[src/rtl/rr_arbiter.sv]
// Round-robin arbiter: one-hot grant to the first requester at or after the priority pointer.
// Latency: grant is combinational from REQ, pointer and RSTn; the pointer moves on the next CLK edge.
// Backpressure: none; a grant is valid only for the cycle it is shown, and nothing is held across cycles.
module rr_arbiter #(
  parameter int NR = 5
) (
  input  logic          CLK,
  input  logic          RSTn,
  input  logic [NR-1:0] REQ,
  output logic [NR-1:0] GRT
);

  localparam int            PW   = (NR > 1) ? $clog2(NR) : 1;
  localparam logic [PW-1:0] LAST = PW'(NR - 1);

  logic [PW-1:0] ptr;
  logic [PW-1:0] ptr_nxt;
  logic [PW-1:0] hi_idx;
  logic [PW-1:0] lo_idx;
  logic [PW-1:0] win_idx;
  logic          hi_found;
  logic          lo_found;
  logic          win_vld;

  // Lowest requesting index at/above ptr (hi) and below ptr (lo); hi wins, lo covers the wrap.
  always_comb begin
    hi_found = 1'b0;
    hi_idx   = '0;
    lo_found = 1'b0;
    lo_idx   = '0;
    for (int i = 0; i < NR; i++) begin
      if (REQ[i] && !hi_found && (PW'(i) >= ptr)) begin
        hi_found = 1'b1;
        hi_idx   = PW'(i);
      end
      if (REQ[i] && !lo_found && (PW'(i) < ptr)) begin
        lo_found = 1'b1;
        lo_idx   = PW'(i);
      end
    end
  end

  // Pick the winner, build the one-hot grant and force it low while reset is held.
  always_comb begin
    win_vld = RSTn && (hi_found || lo_found);
    win_idx = hi_found ? hi_idx : lo_idx;
    ptr_nxt = (win_idx == LAST) ? '0 : win_idx + PW'(1);
    GRT     = '0;
    for (int i = 0; i < NR; i++) begin
      GRT[i] = win_vld && (win_idx == PW'(i));
    end
  end

  // Winner drops to lowest priority next cycle; pointer holds when nothing is granted.
  always_ff @(posedge CLK) begin
    if (!RSTn) begin
      ptr <= '0;
    end else if (win_vld) begin
      ptr <= ptr_nxt;
    end
  end

endmodule

[config.mk]
export PLATFORM = sky130hd
export DESIGN_NAME = rr_arbiter
export DESIGN_NICKNAME = d
export VERILOG_FILES = /design/src/rtl/rr_arbiter.sv
export SDC_FILE = /design/constraint.sdc
export NUM_CORES = 1
export LEC_CHECK = 0
export CAP_MARGIN = 40
export CORE_AREA = 2 2 39 41
export CTS_BUF_LIST = sky130_fd_sc_hd__clkbuf_16
export DETAILED_ROUTE_END_ITERATION = 8
export DIE_AREA = 0 0 41 43
export PLACE_DENSITY = 0.6
export REMOVE_ABC_BUFFERS = 1
export SYNTH_ARGS = -nofsm -noshare
export SYNTH_HDL_FRONTEND = slang
export SYNTH_SLANG_ARGS = --single-unit
export TNS_END_PERCENT = 1
[constraint.sdc]
create_clock -name CLK -period 2.5 [get_ports CLK]
set_clock_uncertainty 0.2 [all_clocks]
set_input_delay 0.5 -clock CLK [delete_from_list [all_inputs] [get_ports CLK]]
set_output_delay 0.5 -clock CLK [all_outputs]
set_load 0.1 [all_outputs]
==> flow_summary_export.csv, run 1 <==
group,metric,value,unit
run_status,status,"finished with violations",
run_status,violations,"setup timing",
route,wl_met1,734,um
finish,fillers,88,
worst_setup_path,worstPathMaxFanout,5,
worst_setup_path,reg2reg_slack,0.09,ns
logic_synthesis,avgSynthCellArea,8.39,um^2
route,drtAntennaViolNets,0,
cts,cts_tree,"done",
route,num_vias,589,
logic_synthesis,synthesis.area,462,um^2
finish,reg_top3,"ptr: 3 flops",
cts,insertion_delay,0.22,ns
die,core,1380,um^2
finish,area_growth,133,%
logic_synthesis,ys_ff_latch,3,
place,routabilityCongestion,0.704,
sta,fmax,355,MHz
cts,clk_pin_slew,0.03,ns
route,dr.pass1.iters,4,
worst_setup_path,path_delay_family,"compound AO/OA/AOI/OAI gates",
route,wl,1810,um
finish,layout_commonest_cell,"buf_4",
worst_setup_path,endpoint_kind,"primary output",
finish,layout_common_cells,"buf_4 (23), buf_6 (8), buf_12 (5), inv_1 (4)",
worst_setup_path,max_stage_delay,0.38,ns
cts,htreeDepth,1,
finish,regArea,68.8,um^2
grt,grt_pass1_wl,2630,um
sta,worst_pin_slew,0.472,ns
worst_setup_path,cp.required,1.80,ns
grt,grt_overflow,0,
logic_synthesis,synth_edf_count,0,
finish,largest-register,"ptr",
sta,finalSetupTns,-1.49,ns
sta,fin_crit_sh,1.13,
die,fp.dieW,41,um
die,start_util,0.334,
worst_setup_path,crit_arrival,2.12,ns
die,die_h,43,um
place,dp_hpwl,1030,um
cts,cts.sinks,3,
pwr,power_density,1160,nW/um^2
sta,rsz0062_at_grt,"yes",
logic_synthesis,ys_seq_area_frac,0.130,
finish,drive_above_1_share,0.742,
sta,drv_slew,0,
die,ioPinCount,12,
logic_synthesis,syn_inst,55,
route,dr.first_iter.drc_count,4,
cts,clockRootBuffer,"clkbuf_16",
run,maxCapViolations,0,
route,detail_route.wl_per_cell,16.1,um
logic_synthesis,yosysWarnings,0,
pwr,power.leakage,0.455,nW
route,highest_layer,"met4",
finish,largest_reg_flops,3,
sta,finalHoldViolCount,0,
logic_synthesis,ys_types,30,
worst_hold_path,hp-class,"flip-flop to flip-flop",
sta,layout_setup_ws,-0.320,ns
finish,antenna_cells,0,
finish,multiInputGateArea,492,um^2
worst_setup_path,crit_type,"flip-flop to primary output",
sta,layout_min_cycle_time,2.82,ns
route,wl_met2,997,um
logic_synthesis,async_flop_share,0,
worst_setup_path,crit_slowest_cell,"dfxtp_4",
route,wl_met3,64,um
sta,slew-limit-headroom,0.685,
finish,fin_util,0.778,
worst_setup_path,cp-start-kind,"flip-flop",
sta,setup_viol,5,
die,num_rows,14,
grt,grt_max_degree,7,
grt,track_usage,0.224,
place,io_buffer_count,11,
die,die_area,1760,um^2
pwr,peakVddDrop,0.000753,V
cts,cts_buffers,3,
logic_synthesis,ys.flop_type,"dfxtp_1",
worst_setup_path,crit_path_cell_trace,"o21ai_2, buf_6, a2111oi_4, o32a_1, buf_4, ha_4, ha_1, inv_1, nor2_2, buf_12",
route,drc_errors,0,
grt,grt_pass1_vias,624,
finish,nets,110,
route,viasPerCell,5.21,
grt,grt_antenna_before_repair,0,
cts,clk_path_buf_depth,2,
worst_setup_path,crit_buf_inv,4,
## final timing paths
path,start,endpoint,cells past startpoint
setup / recovery,ptr[1]$_SDFFE_PN0P_,GRT[3],10
setup reg to reg,ptr[1]$_SDFFE_PN0P_,ptr[2]$_SDFFE_PN0P_,8
hold / removal,ptr[0]$_SDFFE_PN0P_,ptr[0]$_SDFFE_PN0P_,3
hold reg to reg,ptr[0]$_SDFFE_PN0P_,ptr[0]$_SDFFE_PN0P_,3
## power breakdown
group | total, mW | internal [mW] | leakage [nW] | switching (mW)
clock network | 0.255 | 0.207 | 0.0423 | 0.0487
logic | 0.884 | 0.448 | 0.386 | 0.435
registers | 0.108 | 0.0750 | 0.0264 | 0.0327
## logic make-up after synthesis
family,synth area share
AO/OA/AOI/OAI,0.336
adder cells (fa/ha/maj),0.136
buffers and inverters,0.0759
flip-flops,0.130
multiplexers,0.0217
AND/OR/NAND/NOR,0.301
## area by class of cell
cell class | count | area share
Inverter | 5 | 0.0174
Tap cell | 16 | 0.0186
Multi-Input combinational cell | 45 | 0.456
Clock buffer | 3 | 0.0697
Sequential cell | 3 | 0.0639
Timing Repair Buffer | 40 | 0.371
Clock inverter | 1 | 0.00348
## cells in the mapped netlist (2+ instances only)
cell type  count  area (um^2)
o31ai_1        3         22.5
inv_1          5         18.8
ha_1           5         62.6
nor2_1         3         11.3
a21oi_1        3         15.0
dfxtp_1        3         60.1
and2_1         5         31.3
nand2_1        4         15.0
nor2b_1        2         12.5
nand3_1        2         10.0
## worst register-to-register path: cells and delay by family, from the launching register on
| family | cells | cell delay, ns |
|---|---|---|
| flip-flops | 1 | 0.36 |
| adder cells (fa/ha/maj) | 2 | 0.44 |
| AND/OR/NAND/NOR | 1 | 0.18 |
| AO/OA/AOI/OAI | 3 | 0.86 |
| buffers and inverters | 2 | 0.30 |
## metrics by stage
| step | hold slack, ns | setup slack (ns) | cell area (um^2) | power, mW | cells |
|---|---|---|---|---|---|
| 2_1_floorplan | 0.313 | -1.28 | 445 | 0.456 | 53 |
| 3_3_place_gp | 0.416 | -0.831 | 828 | 0.793 | 107 |
| 3_5_place_dp | 0.411 | -0.849 | 828 | 0.796 | 107 |
| 4_1_cts | 0.472 | -0.351 | 1020 | 1.17 | 113 |
| 5_1_grt | 0.494 | -0.397 | 1080 | 1.30 | 113 |
| 6_report | 0.464 | -0.320 | 1080 | 1.25 | 113 |
## repair_timing
action                                  4_1_cts  5_1_grt
gates resized for setup                      45       15
endpoints found under the setup margin        8        6
pin swaps                                     8        2
hold buffers                                  0        0
buffers inserted                              2        0
hold endpoints to repair                      0        0
## layer usage
| metal | vias up | GRT usage |
|---|---|---|
| met5 | - | 0 |
| met4 | 0 | 0.0600 |
| met3 | 2 | 0.0471 |
| met2 | 17 | 0.416 |
| met1 | 278 | 0.232 |
| li1 | 292 | - |
Power figures use the tool's default switching activity.
==> run 2: changes to the inputs <==
--- a/config.mk
+++ b/config.mk
@@ -10,7 +10,7 @@
 export CTS_BUF_LIST = sky130_fd_sc_hd__clkbuf_16
 export DETAILED_ROUTE_END_ITERATION = 8
 export DIE_AREA = 0 0 41 43
-export PLACE_DENSITY = 0.6
+export PLACE_DENSITY = 0.58
 export REMOVE_ABC_BUFFERS = 1
 export SYNTH_ARGS = -nofsm -noshare
 export SYNTH_HDL_FRONTEND = slang
==> constraint.sdc (replaced) <==
create_clock -name CLK -period 3.08 [get_ports CLK]
set_clock_uncertainty 0.2 [all_clocks]
set_input_delay 0.616 -clock CLK [delete_from_list [all_inputs] [get_ports CLK]]
set_output_delay 0.616 -clock CLK [all_outputs]
set_load 0.1 [all_outputs]
==> run 2 against run 1 <==
  * The run still ends with setup timing left
  * Final cell count fell by 2.7%
  * Sequential share of layout area grew 0.56 points
  * Hold slack worse by 0.13 ns
  * Via count fell by 7.6%
  * Non-clock buffer count fell by 3
  * Flip-flop and latch count unchanged
  * Clock-buffer cell count stayed put
  * Critical path depth shrank 1
  * Critical path type is now primary input to primary output
  * Register-to-register slack improved by 0.44 ns
==> flow_summary_export.csv, run 2 (same netlist as run 1, synthesis figures left out) <==
group,metric,value,unit
run_status,status,"finished with violations",
run_status,violations,"setup timing",
worst_setup_path,crit_path_cell_trace,"buf_8, nor2b_4, o21a_4, o32a_1, inv_2, ha_4, nor4b_4, nor2b_4, buf_12",
grt,grt.busiest_layer,"met2",
pwr,pwr-share-clk,0.217,
place,dp_hpwl,969,um
cts,clk_pin_slew,0.03,ns
pwr,p_int,0.565,mW
worst_setup_path,worstPathMaxFanout,5,
finish,drive_above_1_share,0.713,
worst_setup_path,crit_end,"GRT[4]",
sta,fmax,324,MHz
worst_setup_path,crit_buf_inv,3,
grt,track_usage,0.210,
worst_setup_path,reg2reg_from,"ptr[1]$_SDFFE_PN0P_",
place,pre_cts_ws,-0.582,ns
cts,cts_buffers,3,
grt,grt_antenna_before_repair,0,
worst_setup_path,crit_type,"primary input to primary output",
cts,htreeDepth,1,
place,place_area,776,um^2
pwr,switching_power,0.383,mW
run,maxCapViolations,0,
cts,cts_tree,"done",
pwr,peakVddDrop,0.000677,V
die,die_area,1760,um^2
worst_setup_path,timing.rr.end,"ptr[1]$_SDFFE_PN0P_",
worst_hold_path,hp-class,"flip-flop to flip-flop",
worst_setup_path,critPathMostFrequentCell,"nor2b_4",
pwr,netSwitchingFraction,0.404,
place,io_buffer_count,11,
worst_setup_path,crit_slowest_cell,"o32a_1",
worst_setup_path,cp-start-kind,"primary input",
cts,cts.sinks,3,
grt,grt_max_degree,9,
grt,grt_overflow,0,
finish,reg_top3,"ptr: 3 flops",
worst_setup_path,endpoint_kind,"primary output",
finish,largest_reg_flops,3,
grt,grt_pass1_wl,2420,um
worst_setup_path,crit_arrival,2.27,ns
finish,final_area,991,um^2
cts,clk_path_buf_depth,2,
worst_setup_path,startpoint,"REQ[0]",
route,drc_errors,0,
worst_setup_path,path_delay_family,"compound AO/OA/AOI/OAI gates",
sta,layout_setup_ws,-0.00841,ns
cts,clockRootBuffer,"clkbuf_16",
sta,finalSetupTns,-0.00841,ns
sta,setup_viol,1,
die,ioPinCount,12,
die,fp.dieW,41,um
sta,drv_slew,0,
sta,worst_pin_slew,0.291,ns
finish,antenna_cells,0,
finish,largest-register,"ptr",
place,routabilityCongestion,0.758,
route,dr.first_iter.drc_count,5,
die,die_h,43,um
worst_setup_path,cp.required,2.26,ns
route,detail_route.wl_per_cell,13.9,um
grt,grt_use_met1,0.226,
worst_setup_path,reg2reg_slack,0.53,ns
sta,layout_min_cycle_time,3.09,ns
finish,fillers,104,
grt,use_met3,0.0524,
sta,slew-limit-headroom,0.806,
die,start_util,0.334,
pwr,pwr-share-comb,0.684,
finish,layout_common_cells,"buf_4 (26), buf_12 (5), nand2_1 (4), inv_1 (4)",
sta,rsz0062_at_grt,"yes",
cts,insertion_delay,0.23,ns
route,num_vias,544,
pwr,seq_power_share,0.099,
sta,whs,0.339,ns
grt,grt_pass1_vias,592,
die,num_rows,14,
die,core,1380,um^2
sta,finalHoldViolCount,0,
worst_setup_path,critical_path_depth,9,
finish,area_growth,115,%
route,drtAntennaViolNets,0,
finish,nets,107,
worst_setup_path,r2r_cells,12,
finish,layout_commonest_cell,"buf_4",
route,dr.pass1.iters,4,
grt,grt_use_met2,0.347,
route,wl,1530,um
cts,cts_hold_buf,0,
pwr,p_total,0.948,mW
worst_setup_path,max_stage_delay,0.40,ns
pwr,power_density,957,nW/um^2
sta,fin_crit_sh,1.00,
route,viasPerCell,4.95,
pwr,power.leakage,0.426,nW
-- run 2: cell count changes in the layout (fill, tap and decap cells not counted), sizes merged --
| cell | change |
|---|---|
| buf | -2 |
| clkdlybuf4s15 | -1 |
-- run 2: cell type report --
| cell class | count | area (um^2) | share of cell area |
|---|---|---|---|
| Multi-Input combinational cell | 45 | 452 | 0.456 |
| Timing Repair Buffer | 37 | 353 | 0.356 |
| Clock buffer | 3 | 75.1 | 0.0758 |
| Sequential cell | 3 | 68.8 | 0.0694 |
| Tap cell | 16 | 20.0 | 0.0202 |
| Inverter | 5 | 18.8 | 0.0189 |
| Clock inverter | 1 | 3.75 | 0.00379 |
-- run 2: power by group through the flow --
stage,Combinational [mW],Sequential (mW),Clock [mW]
after CTS,0.600,0.0833,0.208
after global placement,0.526,0.0800,0
final,0.649,0.0938,0.206
after global routing,0.692,0.0962,0.212
after detailed placement,0.526,0.0802,0
after floorplan,0.292,0.0789,0
-- run 2: routing by layer --
metal / wire (um) / part of all wire
met5: 0 / 0
met4: 16 / 0.010
met3: 69 / 0.045
met2: 800 / 0.52
met1: 641 / 0.42
-- run 2: worst reg2reg max path: cells and delay by family (launching register included) --
| family | cells | cell delay, ns |
|---|---|---|
| AO/OA/AOI/OAI | 4 | 0.88 |
| AND/OR/NAND/NOR | 4 | 0.46 |
| flip-flops | 1 | 0.40 |
| buffers and inverters | 3 | 0.37 |
| adder cells (fa/ha/maj) | 1 | 0.19 |
-- run 2: per-stage QoR --
| step | std cells | utilization |
|---|---|---|
| floorplan | 53 | - |
| global placement | 100 | 0.561 |
| detailed placement | 100 | 0.561 |
| CTS | 108 | 0.670 |
| global route | 110 | 0.716 |
| finish | 110 | 0.716 |
-- run 2: how the worst min path moves through the flow --
stage                           to                start  slack [ns]  cells after the start
2_1_floorplan  ptr[0]$_SDFFE_PN0P_  ptr[0]$_SDFFE_PN0P_        0.31                      2
3_3_place_gp   ptr[0]$_SDFFE_PN0P_  ptr[0]$_SDFFE_PN0P_        0.36                      2
3_5_place_dp   ptr[0]$_SDFFE_PN0P_  ptr[0]$_SDFFE_PN0P_        0.36                      2
4_1_cts        ptr[0]$_SDFFE_PN0P_  ptr[0]$_SDFFE_PN0P_        0.33                      2
5_1_grt        ptr[0]$_SDFFE_PN0P_  ptr[0]$_SDFFE_PN0P_        0.37                      2
6_report       ptr[0]$_SDFFE_PN0P_  ptr[0]$_SDFFE_PN0P_        0.34                      2
-- run 2: what timing repair did --
| item | CTS | global route |
|---|---|---|
| resized for setup | 37 | 16 |
| endpoints found under the setup margin | 5 | 5 |
| pin swaps | 10 | 8 |
| setup buffers | 4 | 2 |
==> run 3: changes to the inputs <==
==> constraint.sdc (replaced) <==
create_clock -name CLK -period 3 [get_ports CLK]
set_clock_uncertainty 0.2 [all_clocks]
set_input_delay 0.6 -clock CLK [delete_from_list [all_inputs] [get_ports CLK]]
set_output_delay 0.6 -clock CLK [all_outputs]
set_load 0.1 [all_outputs]
==> run 3 against run 2 <==
  * The run still ends with setup timing left
  * Total power rose by 6.1%
  * Die area did not move
  * Global-route usage decreased by 1.1 points
  * Clock power hardly changed
  * Non-clock buffer count unchanged
  * Final cell count did not move
  * Worst setup slack got worse by 0.032 ns
  * Flip-flop and latch count unchanged
  * Register-to-register slack better by 0.12 ns
  * Critical path depth unchanged
  * Sequential power shrank 0.6%
  * Critical endpoint unchanged
==> flow_summary_export.csv, run 3 (same netlist as run 1, synthesis figures left out) <==
group,metric,value,unit
run_status,status,"finished with violations",
run_status,violations,"setup timing",
die,fp.dieW,41,um
pwr,power_density,993,nW/um^2
cts,clk_path_buf_depth,2,
finish,antenna_cells,0,
cts,htreeDepth,1,
worst_setup_path,endpoint_kind,"primary output",
sta,fmax,329,MHz
die,start_util,0.334,
worst_hold_path,whs_path_depth,2,
grt,grt_pass1_wl,2500,um
place,pre_cts_ws,-0.652,ns
cts,cts.sinks,3,
cts,clockRootBuffer,"clkbuf_16",
grt,track_usage,0.199,
route,viasPerCell,5.05,
route,wl_met1,695,um
finish,fin_cells,110,
die,die_area,1760,um^2
cts,cts_buffers,3,
cts,clk_pin_slew,0.03,ns
route,num_vias,556,
die,num_rows,14,
route,dr.pass1.iters,4,
worst_setup_path,crit_type,"primary input to primary output",
worst_setup_path,reg2reg_slack,0.65,ns
route,wl,1540,um
sta,layout_setup_ws,-0.0400,ns
grt,grt_overflow,0,
finish,nets,107,
cts,cts_hold_buf,0,
finish,area_growth,119,%
finish,drive_above_1_share,0.713,
worst_setup_path,cp.required,2.20,ns
worst_setup_path,worstPathMaxFanout,5,
cts,insertion_delay,0.22,ns
sta,slew-limit-headroom,0.808,
sta,drv_slew,0,
sta,finalHoldViolCount,0,
place,io_buffer_count,11,
cts,cts_tree,"done",
die,core,1380,um^2
place,routabilityCongestion,0.712,
sta,setup_viol,1,
route,highest_layer,"met3",
finish,largest-register,"ptr",
pwr,p_total,1.01,mW
finish,layout_common_cells,"buf_4 (24), buf_12 (5)",
route,wl_met3,39,um
sta,whs,0.352,ns
sta,finalSetupTns,-0.0400,ns
route,drc_errors,0,
sta,layout_min_cycle_time,3.04,ns
place,place_inst,102,
finish,reg_top3,"ptr: 3 flops",
place,dp_hpwl,1000,um
route,drtAntennaViolNets,0,
sta,fin_crit_sh,1.01,
finish,largest_reg_flops,3,
pwr,peakVddDrop,0.000500,V
route,wl_met2,809,um
sta,rsz0062_at_grt,"yes",
worst_setup_path,r2r_cells,10,
sta,worst_pin_slew,0.288,ns
finish,layout_commonest_cell,"buf_4",
die,die_h,43,um
run,maxCapViolations,0,
grt,grt_max_degree,8,
grt,grt_pass1_vias,607,
worst_hold_path,hp-class,"flip-flop to flip-flop",
pwr,power.leakage,0.433,nW
route,detail_route.wl_per_cell,14.0,um
worst_setup_path,cp-start-kind,"primary input",
die,ioPinCount,12,
worst_setup_path,crit_arrival,2.24,ns
grt,grt_antenna_before_repair,0,
route,dr.first_iter.drc_count,4,
==> run 3: critical path: stages <==
cell     delay, ns
buf_8         0.11
nor2b_4       0.12
o21a_4        0.19
o32a_1        0.38
inv_2         0.09
ha_4          0.13
nor4b_4       0.22
nor2b_4       0.23
buf_12        0.18
==> run 3: worst paths after layout <==
check | startpoint | endpoint
setup / recovery | REQ[0] | GRT[4]
setup reg to reg | ptr[2]$_SDFFE_PN0P_ | ptr[1]$_SDFFE_PN0P_
hold reg to reg | ptr[0]$_SDFFE_PN0P_ | ptr[0]$_SDFFE_PN0P_
hold / removal | ptr[0]$_SDFFE_PN0P_ | ptr[0]$_SDFFE_PN0P_
==> run 3: final cells by class <==
class	instances	area, um^2
clock buffer	3	75.1
clock inverter	1	3.75
fill	93	372
inverter	5	18.8
multi-input combinational	45	468
sequential	3	66.3
tap	16	20.0
timing repair buffer	37	360
==> run 3: repair_timing <==
item | CTS | global route
setup endpoints to repair | 6 | 5
buffers inserted | 4 | 0
gates resized for setup | 48 | 9
pin swaps | 9 | 3
endpoints found under the hold margin | 0 | 0
==> run 3: layer usage <==
metal | vias to the layer above | global-route usage
li1 | 287 | -
met1 | 261 | 0.245
met2 | 8 | 0.353
met3 | 0 | 0.0314
met4 | 0 | 0.0200
met5 | - | 0
==> run 3: power by group <==
part / internal, mW / leakage (nW) / switching (mW)
Sequential: 0.0610 / 0.0261 / 0.0323
Combinational: 0.368 / 0.365 / 0.338
Clock: 0.172 / 0.0423 / 0.0347
Total: 0.600 / 0.433 / 0.405
==> run 3: metrics by stage <==
stage	utilization	area, um^2
after detailed placement	0.571	791
after global placement	0.571	791
after global routing	0.731	1010
after CTS	0.698	966
final	0.731	1010
after floorplan	-	445
